**src/rtl/shared_mem_arbiter_pkg.sv**
```systemverilog
// Shared definitions for the two-core shared-memory arbiter: default widths
// and the access FSM state encoding.
package shared_mem_arbiter_pkg;

    localparam int NCORES_DEF = 2;
    localparam int LMEM_DEF   = 8;
    localparam int TAM_DEF    = 16;

    typedef enum logic [1:0] {
        IDLE,
        ISSUE,
        RDWAIT
    } state_t;

endpackage

```
**src/rtl/shared_mem_arbiter_rr.sv**
```systemverilog
// Two-way round-robin picker: a lone requester wins, and on a tie the core
// that did not win last time gets the grant.
module rr_arbiter2 (
    input  logic [1:0] req,
    input  logic       last,
    output logic [1:0] pick
);

    always_comb begin
        pick = 2'b00;
        case (req)
            2'b01:   pick = 2'b01;
            2'b10:   pick = 2'b10;
            2'b11:   pick = last ? 2'b01 : 2'b10;
            default: pick = 2'b00;
        endcase
    end

endmodule

```
**src/rtl/shared_mem_arbiter.sv**
```systemverilog
// Arbitrates two cores onto one single-port shared memory; a write takes
// IDLE->ISSUE, a read takes IDLE->ISSUE->RDWAIT with data returned afterwards.
module shared_mem_arbiter
    import shared_mem_arbiter_pkg::*;
#(
    parameter int Ncores = NCORES_DEF,
    parameter int Lmem   = LMEM_DEF,
    parameter int TAM    = TAM_DEF
) (
    input  logic              clk,
    input  logic              rst,
    input  logic [Ncores-1:0] req,
    input  logic [Ncores-1:0] we,
    input  logic [Lmem-1:0]   addr0,
    input  logic [Lmem-1:0]   addr1,
    input  logic [TAM-1:0]    wdata0,
    input  logic [TAM-1:0]    wdata1,
    output logic [Ncores-1:0] gnt,
    output logic [Ncores-1:0] rvalid,
    output logic [TAM-1:0]    rdata0,
    output logic [TAM-1:0]    rdata1,
    output logic              mem_en,
    output logic              mem_we,
    output logic [Lmem-1:0]   mem_addr,
    output logic [TAM-1:0]    mem_wdata,
    input  logic [TAM-1:0]    mem_rdata
);

    state_t            state_q;
    logic              lastWin_q;
    logic              isCore_q;
    logic              isWe_q;
    logic [Lmem-1:0]   isAddr_q;
    logic [TAM-1:0]    isWdata_q;
    logic [Ncores-1:0] gnt_q;
    logic [Ncores-1:0] rvalid_q;
    logic              memEn_q;
    logic              memWe_q;
    logic [TAM-1:0]    rdata0_q;
    logic [TAM-1:0]    rdata1_q;

    logic [1:0]        pick;
    logic              winIdx;

    rr_arbiter2 u_rr (
        .req  (req),
        .last (lastWin_q),
        .pick (pick)
    );

    assign winIdx = pick[1];

    // Strobes default low each cycle so every pulse lasts exactly one cycle;
    // reset therefore also kills any access that is in flight.
    always_ff @(posedge clk) begin
        if (rst) begin
            state_q   <= IDLE;
            lastWin_q <= 1'b1;
            isCore_q  <= 1'b0;
            isWe_q    <= 1'b0;
            isAddr_q  <= '0;
            isWdata_q <= '0;
            gnt_q     <= '0;
            rvalid_q  <= '0;
            memEn_q   <= 1'b0;
            memWe_q   <= 1'b0;
            rdata0_q  <= '0;
            rdata1_q  <= '0;
        end else begin
            gnt_q    <= '0;
            rvalid_q <= '0;
            memEn_q  <= 1'b0;
            memWe_q  <= 1'b0;
            case (state_q)
                IDLE: begin
                    if (|req) begin
                        isCore_q  <= winIdx;
                        isWe_q    <= we[winIdx];
                        isAddr_q  <= winIdx ? addr1 : addr0;
                        isWdata_q <= winIdx ? wdata1 : wdata0;
                        lastWin_q <= winIdx;
                        gnt_q     <= pick;
                        memEn_q   <= 1'b1;
                        memWe_q   <= we[winIdx];
                        state_q   <= ISSUE;
                    end
                end
                ISSUE: begin
                    state_q <= isWe_q ? IDLE : RDWAIT;
                end
                RDWAIT: begin
                    if (isCore_q) begin
                        rdata1_q <= mem_rdata;
                    end else begin
                        rdata0_q <= mem_rdata;
                    end
                    rvalid_q[isCore_q] <= 1'b1;
                    state_q            <= IDLE;
                end
                default: begin
                    state_q <= IDLE;
                end
            endcase
        end
    end

    assign gnt       = gnt_q;
    assign rvalid    = rvalid_q;
    assign rdata0    = rdata0_q;
    assign rdata1    = rdata1_q;
    assign mem_en    = memEn_q;
    assign mem_we    = memWe_q;
    assign mem_addr  = isAddr_q;
    assign mem_wdata = isWdata_q;

endmodule

```
**config.mk**
```make
export PLATFORM = sky130hd
export DESIGN_NAME = shared_mem_arbiter
export DESIGN_NICKNAME = d
export VERILOG_FILES = /design/src/rtl/shared_mem_arbiter_pkg.sv /design/src/rtl/shared_mem_arbiter_rr.sv /design/src/rtl/shared_mem_arbiter.sv
export SDC_FILE = /design/constraint.sdc
export NUM_CORES = 1
export LEC_CHECK = 0
export CAP_MARGIN = 30
export CORE_ASPECT_RATIO = 2
export CORE_UTILIZATION = 43
export CTS_CLUSTER_DIAMETER = 150
export DETAILED_ROUTE_END_ITERATION = 12
export PLACE_DENSITY_LB_ADDON = 0.05
export SLEW_MARGIN = 20
export SYNTH_ARGS = -nofsm -noshare
export SYNTH_HDL_FRONTEND = slang
export SYNTH_SLANG_ARGS = --single-unit
export TNS_END_PERCENT = 10
```
**constraint.sdc**
```tcl
create_clock -name clk -period 1.8 [get_ports clk]
set_input_delay 0.18 -clock clk [delete_from_list [all_inputs] [get_ports clk]]
set_output_delay 0.18 -clock clk [all_outputs]
set_load 0.1 [all_outputs]
```
==> After elaboration in Yosys (flattened, before gate mapping) <==
Cells that the tools add are included.
{ "totals": {"reg_bits": 67, "elab_cells": 46} }
{ "op_classes": {"magnitude_cmp": 3, "n_eq_ne": 6, "n_mux": 12, "bitwise": 4, "reduce_logical": 9} }
{ "op_table": {"columns": ["operator", "n"], "rows": [
  ["$mux 16", 1],
  ["$mux 8", 1],
  ["$eq 2x2->1 const B", 3],
  ["$mux 2", 3],
  ["$pmux 2 s3", 1],
  ["$reduce_and 2->1", 3],
  ["$reduce_or 2->1", 3],
  ["$eq 2x1->1 const B", 2],
  ["$lt 1x2->1 const B", 2],
  ["$mux 1", 4],
  ["$not 1->1", 4],
  ["$pmux 2 s2", 1],
  ["$reduce_or 3->1", 1],
  ["$logic_not 2->1", 1],
  ["$ne 2x2->1 const B", 1],
  ["$demux 1 s1", 1],
  ["$ge 1x1->1 const B", 1],
  ["$logic_and 1x1->1", 1]
]} }

==> Depth between registers and ports, before layout <==
Gate-level depths: netlist of the first run.
{ "depth": {"ltp_word": 4, "mapped_depth": 5, "depth_no_buf": 3} }

==> Cells and area by module <==
A second synthesis of the first run with hierarchy kept.
{ "hier_totals": {"hier_cells": 286, "area_unflattened_um2": 2672.6} }
{ "modules_own_cells": {"columns": ["mod", "instances", "cells_per_inst", "area_each_um2", "seq_area_each_um2"], "rows": [
  ["shared_mem_arbiter", 1, 283, 2653.8, 1341.3],
  ["rr_arbiter2", 1, 3, 18.8, 0.0]
]} }

==> Worst setup path before layout of the first run <==
No wires, ideal clock.
{ "synth_timing": {"kind": "register to register", "from": "register, netlist name mem_addr[7]", "to": "register isAddr_q[7], in the netlist mem_addr[7]", "setup_ns": 0.089, "t_arrival_ns": 1.277, "required_ns": 1.711, "path_slack_ns": 0.434, "stages_incl_launch_ff": 3, "n_path_buf": 0, "synth_period_minus_slack_ns": 1.366, "path_cell_list": "dfxtp_1 > a21oi_1 > a311oi_2"} }
{ "synth_rtl": {"columns": ["element", "line_no", "text"], "rows": [
  ["end signal: assignment", "shared_mem_arbiter.sv:79", "isAddr_q <= winIdx ? addr1 : addr0;"],
  ["end: declaration", "shared_mem_arbiter.sv:33", "logic [Lmem-1:0] isAddr_q;"]
]} }

==> Worst setup path in the final report of the first run <==
{ "layout_timing": {"from": "register state_q[1]", "to": "register rdata0_q[0], in the netlist rdata0[0]"} }
{ "layout_between": {"elab_chain_len": 2} }
{ "layout_rtl": {"columns": ["element", "line_no", "text"], "rows": [
  ["start: declaration", "shared_mem_arbiter.sv:29", "state_t state_q;"],
  ["start signal: assignment", "shared_mem_arbiter.sv:89", "state_q <= isWe_q ? IDLE : RDWAIT;"],
  ["$eq 2x2->1", "shared_mem_arbiter.sv:74", "case (state_q)"],
  ["$reduce_and 2->1 (no line)", null, null],
  ["end signal: assignment", "shared_mem_arbiter.sv:95", "rdata0_q <= mem_rdata;"],
  ["end: declaration", "shared_mem_arbiter.sv:39", "logic [TAM-1:0] rdata0_q;"]
]} }
No other way between the ends.
A chain may end at the register's enable or synchronous reset.

==> key figures, run 1 <==
Route
  – Drt pass-1 iters: 4
  – DRC viols: 0
  – DR iter-0 viols: 122
  – Total Wirelength: about 7.2 mm
  – WL/cell: 13.71 µm
  – Routed vias/inst: 5.002
  – DRT antenna net count: 0
  – Vias after detailed routing: 2631

Setup path
  – Data arrival, critical path: 1.63 ns
  – Worst Path Max Fanout: 17
  – Crit path kind: reg -> reg
  – CP Capture Type: flip-flop
  – CP Launch Type: flip-flop
  – WP data required: 2.01 ns

Timing
  – Setup_tns: 0 ns
  – Final hold violation count: 0
  – Layout Skew: 0.003804 ns
  – Tcrit/Tclk final: 79.10%
  – Final min period: 1.424 ns
  – Slew headroom: roughly three fifths
  – Measured slew at the worst slew-check pin: 0.6110 ns
  – Max Fclk: 702.4 MHz
  – Final Setup Violations: 0
  – Pins Over Slew Limit: 0
  – RSZ-0062 raised after global routing: false

Run
  – Max_cap viols: 0

Logic synthesis
  – Top_reg_cell synth: dfxtp_1
  – Post-synth EDFFs: 0
  – #FFs+latches synth: 67
  – Yosys top cell area share: 49.33%
  – Syn avg cell area: 8.742 µm²
  – Synth unique cells: 27
  – Synth top area cells: dfxtp_1 (49%), nand2_1 (16%), a21oi_1 (10%)
  – Cells after Synth: 311
  – Area leader, netlist: dfxtp_1
  – Most common cell in the netlist: nand2_1
  – Most frequent cells after synthesis: nand2_1 (113), dfxtp_1 (67), a21oi_1 (57), a311oi_2 (19), buf_2 (11)
  – Mapped Area: 2719 µm²
  – Synthesis warning total: 0
  – Synthesized net count: 381
  – Post-synth ARST share: 0%
  – Register area share after synthesis: 49.33%

Clocking
  – Hold Buf Count CTS: 0
  – CTS resizes: 0
  – CTS clk-pin slew, worst paths: 0.05 ns
  – CTS Sinks: 67
  – Number of post-CTS setup repair buffers: 0
  – Root Buffer: clkbuf_16
  – Worst-Skew Late Latency: 0.32 ns
  – CTS tree: done
  – CTS max path bufs: 2
  – H-tree lvl count: 3
  – Cts bufs inserted: 9

Pwr
  – Maximum vdd ir drop: 0.6806 mV
  – Leakage power total: 1.675 nW
  – P per Cell Area: ~1100 nW/µm²

Layout
  – Layout cell share with drive strength beyond 1: 25.57%
  – Design area: 4203 µm²
  – Diode count: 0
  – Area growth syn-to-layout: 54.58%
  – Nets@finish: 508

Die
  – Cell Rows: 40
  – Area of the die: 6664 µm²
  – Core area: 6056 µm²
  – IO Count: 132
  – Die width: 58.23 µm
  – Initial core utilization: between 40% and 50%
  – Die Ht: approximately 110 µm

Global routing
  – GRT Resource Usage Total: 23.27%
  – Aggregate global routing overflow: 0
  – Initial antenna violation count: 0
  – Largest net degree at the start of global routing: 30
  – First-pass GRT wire length: about 12 mm
  – Vias in the first global route: between 2000 and 2500

Worst hold path
  – Hold WC Path Type: in -> reg

Placed design
  – Port Buffers: 131
  – Routability cong.: 0.7803
  – Placed Area: 3941 µm²
  – Final HPWL DP: 5.229 mm

Run status
  – Status: finished clean
-- critical path, stage by stage (launching register included) --
cell and delay [ns]:
dfxtp_1 0.42, or3b_1 0.64, nand2_1 0.17, a21oi_1 0.07
-- final cells by class --
type | count | area (µm²)
Sequential cell | 67 | 1341
Clock buffer | 12 | 246.5
Timing Repair Buffer | 143 | 1279
Multi-Input combinational cell | 217 | 1216
Tap cell | 84 | 105.1
Fill cell | 528 | 1853
Clock inverter | 3 | 15.01
-- stage by stage --
| step | utilization (%) | power (W) | setup WS [ns] | cells | hold WS [ns] |
|---|---|---|---|---|---|
| floorplan | - | 0.002631 | 0.4339 | 311 | 0.3160 |
| global placement | 65.08 | 0.002996 | 0.1196 | 511 | 0.4232 |
| detailed placement | 65.08 | 0.003006 | 0.08580 | 511 | 0.4201 |
| CTS | 69.40 | 0.004537 | 0.3644 | 526 | 0.3509 |
| global route | 69.40 | 0.004674 | 0.2736 | 526 | 0.3743 |
| finish | 69.40 | 0.004507 | 0.3763 | 526 | 0.3649 |
-- layout by cell type (no fill, tap or decap), drive strengths merged, types with 2 or more instances in the layout --
cell type,count
nand2,113
buf,75
clkdlybuf4s50,68
dfxtp,67
a21oi,57
a311oi,24
clkbuf,12
nor2,5
nor3,3
clkinv,3
a21boi,2
-- final timing paths --
path | depth (start not counted) | slack, ns | endpoint | start
min | 2 | 0.36 | mem_wdata[11]$_SDFFE_PP0P_ | rst
max | 3 | 0.38 | rdata0[0]$_SDFFE_PP0P_ | state_q[1]$_SDFFE_PP0P_
min reg2reg | 1 | 0.43 | state_q[1]$_SDFFE_PP0P_ | isWe_q$_SDFFE_PP0P_
max reg2reg | 3 | 0.38 | rdata0[0]$_SDFFE_PP0P_ | state_q[1]$_SDFFE_PP0P_
-- power by group --
group | switching (W) | internal, W | leakage, nW
Combinational | 0.000928 | 0.000398 | 0.994
Clock | 0.000583 | 0.000953 | 0.132
Sequential | 0.0000611 | 0.00158 | 0.548
Total | 0.00157 | 0.00294 | 1.67
-- kinds of logic (layout without fill, tap and decap cells) --
logic type	count (synthesis)	after routing	synth area share, %
AOI/OAI and AO/OA	87	87	24.80
and+or+nand+nor	129	129	19.47
muxes	1	1	0.3682
buffers and inverters	27	158	6.029
DFF	67	67	49.33
-- state kept, by name (all words and copies together), names as in the netlist --
signal,flops
mem_wdata,16
rdata0,16
rdata1,16
mem_addr,8
gnt,2
rvalid,2
state_q,2
isCore_q,1
isWe_q,1
lastWin_q,1
mem_en,1
mem_we,1
-- per-layer routing --
metal,wire [µm],vias up,part of all wire (%),global-route usage [%]
met1,2692,1211,37,24.34
li1,-,1316,-,-
met2,3954,93,55,40.69
met4,157,0,2.2,11.43
met5,0,-,0,0
met3,411,11,5.7,7.458
No activity file was read; power rests on OpenSTA's default activity.
==> inputs of run 2 (changes only) <==
Settings changed: CORE_UTILIZATION 43 to 36.
Clock period 1.8 ns to 1.3 ns, I/O delays scaled along.
==> key figures, run 2 (synthesis results as in run 1) <==
Layout
  – Fillers: 583
  – Diode count: 0
  – Core Util, Final: between 70% and 80%
  – Area growth syn-to-layout: 90.06%
  – Post-route insts no fill: 549
  – Commonest cells after routing, fill and taps aside: nand2_1 (113), clkdlybuf4s50_1 (68), buf_12 (67)
  – Layout cell share with drive strength beyond 1: 28.67%
  – Nets@finish: 524
  – Commonest non-fill, non-tap cell in the layout: nand2_1

Setup path
  – CP Launch Type: primary input
  – CP Buf/Inv Count: 2
  – CP Capture Type: flip-flop
  – Cell family with the largest share of critical-path delay: buffers and inverters
  – Crit path kind: in -> reg
  – Crit path largest cell delay: 0.45 ns
  – Crit-path cells: clkdlybuf4s50_1 -> or2_1 -> buf_4 -> and3_1 -> a211o_1
  – WP data required: 1.51 ns
  – CP max-delay cell: clkdlybuf4s50_1
  – Worst Path Max Fanout: 4
  – Data arrival, critical path: between 1 and 1.5 ns

Placed design
  – Port Buffers: 131
  – Placed cell count: about 540
  – Final HPWL DP: ~6.0 mm
  – Routability cong.: 0.7279

Worst hold path
  – Hold WC Path Type: in -> reg

Route
  – DR iter-0 viols: 104
  – Routed vias/inst: ~5
  – Total Wirelength: 7.733 mm
  – Drt pass-1 iters: 4
  – DRT antenna net count: 0
  – Vias after detailed routing: between 2000 and 3000
  – DRC viols: 0
  – WL/cell: 14.09 µm

Clocking
  – CTS clk-pin slew, worst paths: 0.05 ns
  – Root Buffer: clkbuf_16
  – Worst-Skew Late Latency: about 0.32 ns
  – CTS max path bufs: 2
  – H-tree lvl count: 3
  – CTS Sinks: 67
  – Number of post-CTS setup repair buffers: 0
  – Cts bufs inserted: 9
  – CTS tree: done

Die
  – Die Ht: 124.9 µm
  – Initial core utilization: 37.41%
  – Die width: 63.45 µm
  – Cell Rows: 44
  – Core area: 7267 µm²
  – IO Count: between 100 and 150
  – Area of the die: roughly 8000 µm²

Global routing
  – Vias in the first global route: ~2700
  – GRT Resource Usage Total: 21.03%
  – Initial antenna violation count: 0
  – Largest net degree at the start of global routing: 28
  – Aggregate global routing overflow: 0
  – First-pass GRT wire length: approximately 13 mm

Pwr
  – Sequential share of power: about a third
  – Part of the power in the clock network: between 30 and 40%
  – Leakage power total: 1.962 nW
  – Comb pwr share: 32.2%
  – Internal power: 0.004603 W
  – P per Cell Area: 1327 nW/µm²
  – Switching pwr: 0.002254 W
  – Switch share: approximately 33%
  – Maximum vdd ir drop: 1.106 mV

Run
  – Max_cap viols: 0

Timing
  – Final min period: 1.268 ns
  – Final hold violation count: 0
  – Measured slew at the worst slew-check pin: 0.2867 ns
  – Max Fclk: 788.5 MHz
  – Slew headroom: 80.89%
  – Setup_tns: 0 ns
  – Pins Over Slew Limit: 0
  – WHS: 0.1148 ns
  – Tcrit/Tclk final: 97.56%
  – Final Setup Violations: 0
  – Layout Skew: 0.003443 ns
  – RSZ-0062 raised after global routing: true

Run status
  – Status: finished clean
-- run 2: cell types whose count changed in the layout (fill, tap and decap cells not counted), sizes merged --
cell,previous run,this run
buf,75,91
clkbuf,12,11
clkinv,3,2
bufinv,0,1
-- run 2: power by group through the flow --
stage	logic, W	clock network [W]	registers (W)
floorplan	0.000474	0	0.00317
global placement	0.00220	0	0.00237
CTS	0.00222	0.00237	0.00234
finish	0.00221	0.00232	0.00234
global route	0.00231	0.00247	0.00235
detailed placement	0.00221	0	0.00238
-- run 2: repair_timing --
item,in CTS,in global routing
hold buffers,0,0
gates resized for setup,0,2
hold endpoints to repair,0,0
endpoints found under the setup margin,0,16
-- run 2: layout make-up --
class	count	area (µm²)	area share (%)
multi-input combinational	217	1222	23.66
sequential	67	1344	26.00
tap	92	115.1	2.228
clock inverter	3	40.04	0.7748
clock buffer	11	242.7	4.697
timing repair buffer	159	2203	42.64
-- run 2: path summary, 6_finish.rpt --
kind,start,end,slack (ns),depth (start not counted)
max,req[0],lastWin_q$_SDFFE_PP1P_,0.03,5
min,rst,mem_wdata[6]$_SDFFE_PP0P_,0.11,2
max reg2reg,state_q[0]$_SDFFE_PP0P_,lastWin_q$_SDFFE_PP1P_,0.10,4
min reg2reg,isWe_q$_SDFFE_PP0P_,state_q[1]$_SDFFE_PP0P_,0.43,1
-- run 2: through the flow --
step / setup WS (ns) / power [W] / area, µm²
6_report: 0.03169 / 0.006857 / 5167
5_1_grt: -0.03272 / 0.007123 / 5167
4_1_cts: 0.01712 / 0.006925 / 5157
3_5_place_dp: -0.2909 / 0.004592 / 4875
3_3_place_gp: -0.2384 / 0.004570 / 4875
2_1_floorplan: -0.06609 / 0.003645 / 2721
-- run 2: layer usage --
metal  vias to the layer above  global-route usage (%)  wire [µm]
met5                         -                       0          0
li1                       1353                       -          -
met1                      1235                   21.65       2760
met2                        99                   38.11       4376
met3                        12                   6.136        442
met4                         0                   9.091        153
==> inputs of run 3 (changes only) <==
Settings changed: CORE_MARGIN set to 3, SETUP_SLACK_MARGIN set to 0.3.
==> key figures, run 3 (synthesis results as in run 1) <==
Clocking
  – CTS clk-pin slew, worst paths: 0.06 ns
  – CTS Sinks: 67
  – Worst-Skew Late Latency: 0.33 ns
  – Cts bufs inserted: 9
  – Root Buffer: clkbuf_16
  – Hold Buf Count CTS: 0
  – CTS max path bufs: 2
  – CTS tree: done
  – H-tree lvl count: 3

Die
  – Die Ht: 128.9 µm
  – Area of the die: a little under 9000 µm²
  – Initial core utilization: 37.13%
  – IO Count: ~130
  – Core area: 7322 µm²
  – Die width: 67.45 µm
  – Cell Rows: 44

Pwr
  – P per Cell Area: 1361 nW/µm²
  – Leakage power total: 2.091 nW
  – Maximum vdd ir drop: 1.083 mV
  – Total power: 0.007482 W

Layout
  – Commonest cells after routing, fill and taps aside: nand2_1 (103), buf_12 (69), clkdlybuf4s50_1 (66)
  – Area growth syn-to-layout: 102.3%
  – Nets@finish: 528
  – Multi-input combinational cell area: 1284 µm²
  – Diode count: 0
  – Design area: 5499 µm²
  – Storage cell area: around 1400 µm²
  – Layout cell share with drive strength beyond 1: between 40 and 50%
  – Fillers: 493
  – Commonest non-fill, non-tap cell in the layout: nand2_1

Run
  – Max_cap viols: 0

Timing
  – Tcrit/Tclk final: 93.74%
  – Pins Over Slew Limit: 0
  – Layout Skew: 0.005446 ns
  – Setup_tns: 0 ns
  – Measured slew at the worst slew-check pin: 0.2801 ns
  – Final WS setup: roughly 0.081 ns
  – Max Fclk: 820.6 MHz
  – Slew headroom: 80.79%
  – RSZ-0062 raised after global routing: true
  – Final hold violation count: 0
  – Final min period: between 1 and 1.5 ns
  – Final Setup Violations: 0

Route
  – DRT antenna net count: 0
  – Wire length on met3: 506 µm
  – Wire length on met2: between 5 and 6 mm
  – Routed vias/inst: about 5
  – WL/cell: 16.08 µm
  – Total Wirelength: 8.924 mm
  – Drt pass-1 iters: 4
  – DRC viols: 0
  – DR top layer: met4
  – Routed length on met1: between 2 and 3 mm
  – DR iter-0 viols: approximately 160
  – Vias after detailed routing: 2800

Setup path
  – CP Launch Type: flip-flop
  – Crit path kind: reg -> reg
  – CP Buf/Inv Count: 2
  – R2R Path Start: lastWin_q$_SDFFE_PP1P_
  – Reg-to-reg slack, setup: 0.08 ns
  – Reg2reg end: lastWin_q$_SDFFE_PP1P_
  – CP max-delay cell: dfxtp_2
  – Worst r2r path cells: 5
  – Data arrival, critical path: 1.43 ns
  – Cell family with the largest share of critical-path delay: flip-flops
  – WP data required: around 1.5 ns
  – Crit path largest cell delay: 0.37 ns
  – CP Capture Type: flip-flop
  – Crit-path cells: a21boi_4 -> buf_12 -> buf_4 -> and3_1 -> a211o_1
  – Worst Path Max Fanout: 4

Placed design
  – Port Buffers: ~130
  – Routability cong.: between 0.7 and 0.8
  – Final HPWL DP: roughly 6.2 mm
  – Placed Area: approximately 5000 µm²
  – Setup WS pre-CTS: -0.3317 ns

Global routing
  – Largest net degree at the start of global routing: 35
  – Vias in the first global route: 2657
  – Initial antenna violation count: 0
  – First-pass GRT wire length: approximately 13 mm
  – GRT Resource Usage Total: 20.14%
  – Aggregate global routing overflow: 0

Run status
  – Status: finished clean

Worst hold path
  – Hold Startpoint: rst
  – Cell count of the worst hold path: 2
  – Hold Path End: mem_wdata[14]$_SDFFE_PP0P_
  – Hold WC Path Type: in -> reg
## run 3: layer usage
| layer | vias to the layer above | track usage (%) |
|---|---|---|
| met1 | 1314 | 18.70 |
| met2 | 107 | 38.81 |
| met5 | - | 0 |
| met4 | 0 | 8.732 |
| met3 | 15 | 5.502 |
| li1 | 1364 | - |
## run 3: through the flow
step / hold WS [ns] / util, % / cells
after floorplan: 0.2585 / - / 311
after CTS: 0.1517 / 73.45 / 550
after global placement: 0.4080 / 67.46 / 529
final: 0.1681 / 75.10 / 555
after detailed placement: 0.4077 / 67.46 / 529
after global routing: 0.1943 / 75.10 / 555
## run 3: timing repair
item	in CTS	in global routing
resized for setup	12	6
pin swaps	1	4
endpoints found under the setup margin	102	122
buffers inserted	4	1
gates cloned	1	4
## run 3: cell type report
cell class	count	share of cell area, %
multi-input combinational	217	23.34
sequential	67	25.71
clock inverter	7	2.116
timing repair buffer	163	42.64
tap	92	2.093
clock buffer	9	4.096
## run 3: report_power, final
| part | total, W | internal [W] | leakage [nW] | switching [W] |
|---|---|---|---|---|
| Clock | 0.00275 | 0.00187 | 0.165 | 0.000884 |
| Combinational | 0.00237 | 0.000996 | 1.36 | 0.00137 |
| Sequential | 0.00236 | 0.00222 | 0.570 | 0.000146 |
## run 3: worst max-delay path by stage
stage / start / to / slack, ns / cells past startpoint
final: lastWin_q$_SDFFE_PP1P_ / lastWin_q$_SDFFE_PP1P_ / 0.08 / 5
after global routing: lastWin_q$_SDFFE_PP1P_ / mem_wdata[8]$_SDFFE_PP0P_ / 0.04 / 5
after CTS: state_q[0]$_SDFFE_PP0P_ / rdata0[3]$_SDFFE_PP0P_ / 0.08 / 4
after detailed placement: req[1] / mem_wdata[2]$_SDFFE_PP0P_ / -0.33 / 5
after global placement: req[0] / mem_wdata[2]$_SDFFE_PP0P_ / -0.29 / 5
after floorplan: rdata1[15]$_SDFFE_PP0P_ / rdata1[15]$_SDFFE_PP0P_ / 0.06 / 2
==> patch, RTL diff (config.mk and constraints of run 1) <==
The package constant `LMEM_DEF` goes from 8 to 9.
--- a/src/rtl/shared_mem_arbiter_pkg.sv
+++ b/src/rtl/shared_mem_arbiter_pkg.sv
@@ -3,7 +3,7 @@
 package shared_mem_arbiter_pkg;
 
     localparam int NCORES_DEF = 2;
-    localparam int LMEM_DEF   = 8;
+    localparam int LMEM_DEF   = 9;
     localparam int TAM_DEF    = 16;
 
     typedef enum logic [1:0] {
Ports: changed (resized addr0, addr1 and mem_addr); port bits go from 132 to 135. No check against the original RTL was run, so the function may have changed too.
==> patch against run 1 <==
- worst setup slack lost 24 ps
- area after synthesis grew 1.4%
- sequential cell count grew 1
- critical path depth is the same
- total power grew 0.46%
- wire length grew 0.97%
- design area grew 1.5%
- count of clock-buffer cells in the layout is the same
- non-clock buffer count grew 3
- sequential share of layout area is essentially flat
- critical path type unchanged
- critical endpoint is now rdata0[15]
==> patch: results (changes against run 1) <==
metric,value,unit,change
status,"complete, no violations",,
R2R Setup Slk,350,ps,-20 ps
routed vias/inst,4.99,,-0.19%
largest net degree at the start of global routing,28,,-6.7%
Reg2Reg Depth,3,,unchanged
hold_sp,rst,,
Synth Area per Inst,8.70,µm²,-0.49%
ANT cells,0,,unchanged
min-delay worst type,input pin to flop,,
Clock transition at path regs,50,ps,about the same
crit path max fanout,17,,unchanged
pre-CTS WS,66.7,ps,-19.1 ps
most instantiated cells after synthesis,"115 x nand2_1, 68 x dfxtp_1, 58 x a21oi_1",,
Async SR Flop Fraction,0,,unchanged
worst rel slew slack,0.588,,-0.00428
setup bufs post-CTS,0,,unchanged
DR WL/cell,13.6,µm,-0.91%
Initial DRT Pass Iterations,4,,unchanged
synth warn,0,,unchanged
post-synthesis sequential area ratio,0.494,,about the same
global-route wire length before repair,11.9,mm,+2.7%
initial antenna violation count,0,,unchanged
Synth area leaders,"dfxtp_1 49%, nand2_1 16%, a21oi_1 11%",,
H-tree levels,3,,unchanged
Placed Area,0.00402,mm²,+1.9%
worst hold endpoint,state_q[0],,
syn nets,389,,+2.1%
CTS root buffer,clkbuf_16,,
gr usage total,0.235,,+0.00240
Worst VDD drop,0.000772,V,+13%
vias in the first global route,2639,,+5.7%
Lkg Pwr,0.00171,µW,+1.8%
I/O Buffers,134,,+2.3%
routability cong.,0.735,,-5.8%
DP Wirelength,5.26,mm,+0.52%
final cell count without fillers,536,,+1.9%
Final Skew,6.17,ps,+2.37 ps
worst hold slack,316,ps,-49.2 ps
crit path DAT,1650,ps,+20 ps
Post-Place Cells,521,,+2.0%
hold depth,2,,unchanged
Yosys cell types,27,,unchanged
DR iter-0 viols,95,,-22%
Skew-Pair Late Insertion Delay,320,ps,about the same
ratio of cells with drive above 1 in the final layout,0.253,,-0.00232
Critical R2R Capture,rdata0[15],,
patch: cell families after synthesis:
logic type,Yosys count,synth area share
buf+inv,28,0.0572
flops,68,0.494
mux,1,0.00363
compound gates,89,0.252
simple gates,131,0.193
patch: area by class of cell:
class / count / area, µm²
Multi-Input combinational cell: 221 / 1240
Clock inverter: 3 / 15.0
Fill cell: 573 / 1990
Sequential cell: 68 / 1360
Timing Repair Buffer: 146 / 1310
Clock buffer: 12 / 236
Tap cell: 86 / 108
patch: power breakdown:
part / internal, µW / switching, µW / leakage [µW]
Sequential: 1610 / 59.3 / 0.000557
Clock: 916 / 580 / 0.000126
Combinational: 409 / 954 / 0.00102
Total: 2930 / 1590 / 0.00171
patch: routing by layer:
metal  share of wire  routed length, µm  up-vias  global-route usage
li1                -                  -     1339                   -
met4           0.027                199        0               0.127
met3           0.058                426       15              0.0765
met1            0.36               2620     1227               0.233
met5               0                  0        -                   0
met2            0.55               4030       95               0.420
patch: critical path, cell delays in order, from the launching register on:
cell and delay, ps:
dfxtp_1 400, or3b_1 650, nand2_1 190, a21oi_1 90
patch: worst max-delay path by stage:
stage | from | end | slack [ps] | cells past startpoint
final | state_q[1] | rdata0[15] | 350 | 3
after global routing | state_q[1] | rdata0[5] | 270 | 3
after floorplan | mem_addr[8] | mem_addr[8] | 430 | 2
after global placement | req[0] | mem_addr[5] | 120 | 4
after CTS | state_q[1] | rdata0[15] | 330 | 3
after detailed placement | req[0] | mem_addr[1] | 70 | 4
